File: config.mk
export PLATFORM = sky130hd
export DESIGN_NAME = arbiter2_leaf
export DESIGN_NICKNAME = d
export VERILOG_FILES = /design/src/rtl/arbiter2_leaf_pkg.sv /design/src/rtl/arbiter2_leaf_rr_arb2.sv /design/src/rtl/arbiter2_leaf.sv
export SDC_FILE = /design/constraint.sdc
export NUM_CORES = 1
export LEC_CHECK = 0
export BUFFER_PORTS_ARGS = -buffer_cell sky130_fd_sc_hd__buf_4
export CAP_MARGIN = 20
export CORE_MARGIN = 2
export CORE_UTILIZATION = 44
export DETAILED_ROUTE_END_ITERATION = 6
export GPL_ROUTABILITY_DRIVEN = 0
export PLACE_DENSITY_LB_ADDON = 0.25
export SKIP_CTS_REPAIR_TIMING = 1
export SYNTH_ARGS = -nofsm -noshare
export SYNTH_HDL_FRONTEND = slang
export SYNTH_HIERARCHICAL = 1
export SYNTH_SLANG_ARGS = --single-unit
File: constraint.sdc
create_clock -name clk -period 2.6 [get_ports clk]
set_input_delay 0.39 -clock clk [delete_from_list [all_inputs] [get_ports clk]]
set_output_delay 0.39 -clock clk [all_outputs]
set_load 0.02 [all_outputs]
File: src/rtl/arbiter2_leaf_pkg.sv
// Shared NoC definitions for the tree merge/split nodes: packet width,
// address field position and the packet type.
package arbiter2_leaf_pkg;

   localparam int PKT_W    = 9;
   localparam int ADDR_MSB = 8;
   localparam int ADDR_LSB = 5;

   typedef logic [PKT_W-1:0]         pkt_t;
   typedef logic [ADDR_MSB-ADDR_LSB:0] addr_t;

   function automatic addr_t pkt_addr(input pkt_t p);
      return p[ADDR_MSB:ADDR_LSB];
   endfunction

   function automatic logic pkt_parity(input pkt_t p);
      return ^p;
   endfunction

endpackage

File: src/rtl/arbiter2_leaf_rr_arb2.sv
// Two-requester round-robin arbiter. The grant is combinational from req and
// the held priority; priority moves past the winner only when advance is set.
module rr_arb2 (
   input  logic       clk,
   input  logic       reset,
   input  logic [1:0] req,
   input  logic       advance,
   output logic [1:0] gnt
);

   logic       prio_r;
   logic [1:0] gnt_s;

   // Pick the sole requester, or the one named by prio on contention
   always_comb begin
      gnt_s = 2'b00;
      case (req)
         2'b01:   gnt_s = 2'b01;
         2'b10:   gnt_s = 2'b10;
         2'b11:   gnt_s = prio_r ? 2'b10 : 2'b01;
         default: gnt_s = 2'b00;
      endcase
   end

   assign gnt = gnt_s;

   // Hand priority to the other requester after each consumed grant
   always_ff @(posedge clk) begin
      if (reset) begin
         prio_r <= 1'b0;
      end else if (advance && gnt_s[1]) begin
         prio_r <= 1'b0;
      end else if (advance && gnt_s[0]) begin
         prio_r <= 1'b1;
      end else begin
         prio_r <= prio_r;
      end
   end

endmodule

File: src/rtl/arbiter2_leaf.sv
// Two-child merge node: forwards one packet per cycle to the parent and emits
// a select token naming the child it came from.
module arbiter2_leaf
   import arbiter2_leaf_pkg::*;
(
   input  logic clk,
   input  logic reset,
   input  logic in0_valid,
   output logic in0_ready,
   input  pkt_t in0_data,
   input  logic in1_valid,
   output logic in1_ready,
   input  pkt_t in1_data,
   output logic out_valid,
   input  logic out_ready,
   output pkt_t out_data,
   output logic s_valid,
   input  logic s_ready,
   output logic s_data
);

   logic       accept_s;
   logic       advance_s;
   logic [1:0] req_s;
   logic [1:0] gnt_s;
   logic       out_valid_r;
   pkt_t       out_data_r;
   logic       s_valid_r;
   logic       s_data_r;

   assign req_s = {in1_valid, in0_valid};

   // Packet and token travel together, so both slots must be free or draining
   always_comb begin
      accept_s = 1'b0;
      if (reset) begin
         accept_s = 1'b0;
      end else begin
         accept_s = (!out_valid_r || out_ready) && (!s_valid_r || s_ready);
      end
   end

   assign in0_ready = accept_s && gnt_s[0];
   assign in1_ready = accept_s && gnt_s[1];
   assign advance_s = accept_s && (gnt_s != 2'b00);

   rr_arb2 u_arb (
      .clk     (clk),
      .reset   (reset),
      .req     (req_s),
      .advance (advance_s),
      .gnt     (gnt_s)
   );

   // Load packet and token together; otherwise each slot drains on its own
   always_ff @(posedge clk) begin
      if (reset) begin
         out_valid_r <= 1'b0;
         out_data_r  <= '0;
         s_valid_r   <= 1'b0;
         s_data_r    <= 1'b0;
      end else if (advance_s) begin
         out_valid_r <= 1'b1;
         out_data_r  <= gnt_s[1] ? in1_data : in0_data;
         s_valid_r   <= 1'b1;
         s_data_r    <= gnt_s[1];
      end else begin
         out_valid_r <= out_ready ? 1'b0 : out_valid_r;
         out_data_r  <= out_data_r;
         s_valid_r   <= s_ready ? 1'b0 : s_valid_r;
         s_data_r    <= s_data_r;
      end
   end

   assign out_valid = out_valid_r;
   assign out_data  = out_data_r;
   assign s_valid   = s_valid_r;
   assign s_data    = s_data_r;

endmodule

==> impl_metrics.csv <==
group,metric,value,unit
outcome,status,"finished, final reports clean",
setup_path,crit-reg2reg-launch,"u_arb/prio_r$_SDFFE_PP0P_",
hold_path,hold-path-endpoint,"u_arb/prio_r$_SDFFE_PP0P_",
setup_path,critPathLaunchType,"flip-flop",
synth,synth_top_cell_area_share,0.402,
die,row_count,13,
synth,yosys-top-cells-count,"mux2i_1 (18), dfxtp_1 (13), nand2_1 (11)",
power_and_ir_drop,seqPwrFrac,0.462,
grt,antenna_found_initial,0,
power_and_ir_drop,switchingPower,145,uW
synth,synth_warnings,6,
clock_tree,cts_tree,"built",
sta,final_hold_viol_count,0,
setup_path,end_kind,"primary output",
hold_path,hp-start,"reset",
synth,synth_ff_type,"dfxtp_1",
die,die_area,1790,sq um
power_and_ir_drop,p_sw_frac,0.286,
sta,fmax,497,MHz
synth,synth_fp_nets,86,
clock_tree,cts_buffers,3,
synth,yosys_register_bits,13,
clock_tree,clockBufferDepth,2,
clock_tree,cts_sinks,13,
finish,diodes,0,
grt,gr-total-overflow,0,
synth,syn_inst,62,
power_and_ir_drop,powerDensity,530,nW/um^2
sta,rsz0062_at_grt,"false",
power_and_ir_drop,p_int,360,uW
routing,vias,574,
synth,syn_avg_cell_area,10.4,sq um
power_and_ir_drop,clockPowerShare,0.234,
hold_path,worstHoldPathType,"input port to flip-flop",
routing,routed_via_density,4.95,
die,start_util,0.485,
grt,grt_pass1_wl,2120,microns
sta,finalSetupTns,0,ns
die,die_y,42.3,microns
routing,antenna_left,0,
setup_path,critPathRequiredTime,2.21,ns
die,die_x,42.3,microns
sta,finClkSkew,0.000642,ns
finish,n_fill_cell,111,
clock_tree,clk_latency,0.26,ns
finish,layout-drive-gt1-share,0.465,
routing,wl_per_cell,11.1,microns
die,io_pins,38,
grt,grt_pass1_vias,546,
synth,ys_types,18,
grt,track_usage,0.151,
finish,fin_nets,126,
finish,syn2layout_area_growth,47.4,%
placement,post_dp_cell_area,927,sq um
synth,synth-async-reset-ratio,0,
placement,io_buffers,37,
synth,synth.most_common_cell,"mux2i_1",
grt,grt_max_degree,13,
routing,drc,0,
power_and_ir_drop,power.share.combinational,0.304,
routing,first_pass_iters,4,
finish,stdcell_area,953,sq um
clock_tree,path_clk_slew,0.07,ns
placement,dp.final_hpwl,1050,microns
power_and_ir_drop,ir_drop,0.000333,V
synth,synth_edf_count,0,
routing,drt_iter0_markers,1,
routing,wirelength,1280,microns
clock_tree,cts-root-buf,"clkbuf_4",
synth,yosys-top-cells-area,"dfxtp_1 (40%), mux2i_1 (28%), nand2_1 (6.4%), nand2b_4 (4.3%), o2111ai_4 (4.1%)",
sta,max_slew_margin,0.544,
setup_path,critPathKind,"flip-flop to primary output",
sta,post-route-min-period,2.01,ns
setup_path,reg2regPathDepth,6,
sta,setup_violations,0,
hold_path,holdPathStages,2,
setup_path,cp.arrival,1.62,ns
clock_tree,ctsHtreeMaxLevel,1,
synth,synth_area,647,sq um
synth,yosysTopAreaCell,"dfxtp_1",
setup_path,reg2reg_to,"u_arb/prio_r$_SDFFE_PP0P_",
setup_path,crit_fanout,6,
sta,worst_pin_slew,0.682,ns
sta,period_share,0.775,
setup_path,reg2reg_slack,0.84,ns
flow_run,cap_violations,0,
synth,seq_area_frac_synth,0.402,
power_and_ir_drop,power.leakage,0.493,nW
die,core,1330,sq um
sta,slew_viol_final,0,
-- power groups by stage --
stage	clock [mW]	sequential (mW)	combinational, mW
floorplan	0	0.263	0.0625
global placement	0	0.237	0.153
detailed placement	0	0.238	0.156
CTS	0.125	0.233	0.156
global route	0.134	0.236	0.165
finish	0.118	0.233	0.154
-- how the worst max path moves through the flow --
stage	startpoint	end
after global routing	u_arb/prio_r$_SDFFE_PP0P_	in1_ready
after CTS	u_arb/prio_r$_SDFFE_PP0P_	in1_ready
after floorplan	in1_valid	in1_ready
after detailed placement	in0_valid	u_arb/prio_r$_SDFFE_PP0P_
final	u_arb/prio_r$_SDFFE_PP0P_	in1_ready
after global placement	in0_valid	u_arb/prio_r$_SDFFE_PP0P_
-- per-stage QoR --
| step | instances | setup slack, ns | util | power, mW | hold slack, ns |
|---|---|---|---|---|---|
| after floorplan | 62 | 0.842 | - | 0.325 | 0.452 |
| after global routing | 116 | 0.394 | 0.715 | 0.535 | 0.307 |
| after CTS | 116 | 0.554 | 0.715 | 0.514 | 0.310 |
| after detailed placement | 112 | 0.687 | 0.695 | 0.393 | 0.453 |
| final | 116 | 0.586 | 0.715 | 0.505 | 0.320 |
| after global placement | 112 | 0.721 | 0.695 | 0.391 | 0.447 |
-- cells in the final DEF, fill, tap and decap left out, drive strengths merged, types with 2 or more instances in the layout --
master	Yosys	final
a21oi	3	3
mux2i	18	18
a21boi	2	2
nand2	11	11
dfxtp	13	13
inv	4	4
nand2b	2	2
clkbuf	0	4
buf	3	38
-- metal layers --
metal	wire, microns	vias to the layer above	track usage	part of all wire
met4	12	0	0.0563	0.0094
met1	505	257	0.165	0.39
met5	0	-	0	0
li1	-	292	-	-
met2	657	23	0.262	0.51
met3	107	2	0.0560	0.083
-- cell families (layout without fill, tap and decap cells) --
family	after synthesis	in the layout	share of synthesized area
mux	18	18	0.279
simple gates	16	16	0.137
flops	13	13	0.402
compound gates	8	8	0.122
buf+inv	7	46	0.0600
-- area by class of cell --
cell class / count / area, sq um / share of cell area
clock buffers: 4 / 26.3 / 0.0276
inverters: 4 / 15.0 / 0.0157
multi-input cells: 42 / 348 / 0.365
flip-flops and latches: 13 / 260 / 0.273
well taps: 15 / 18.8 / 0.0197
repair buffers: 38 / 285 / 0.299
-- registers in the layout (all words and copies together) (netlist names) --
| name | count |
|---|---|
| out_data | 9 |
| out_valid | 1 |
| s_data | 1 |
| s_valid | 1 |
| u_arb/prio_r | 1 |
-- critical path, cell delays in order, from the launching register on --
cell      delay, ns
dfxtp_1        0.37
inv_1          0.05
a21boi_1       0.53
nand2_1        0.14
nor2_1         0.12
buf_4          0.15
(Power assumes the default switching activity.)
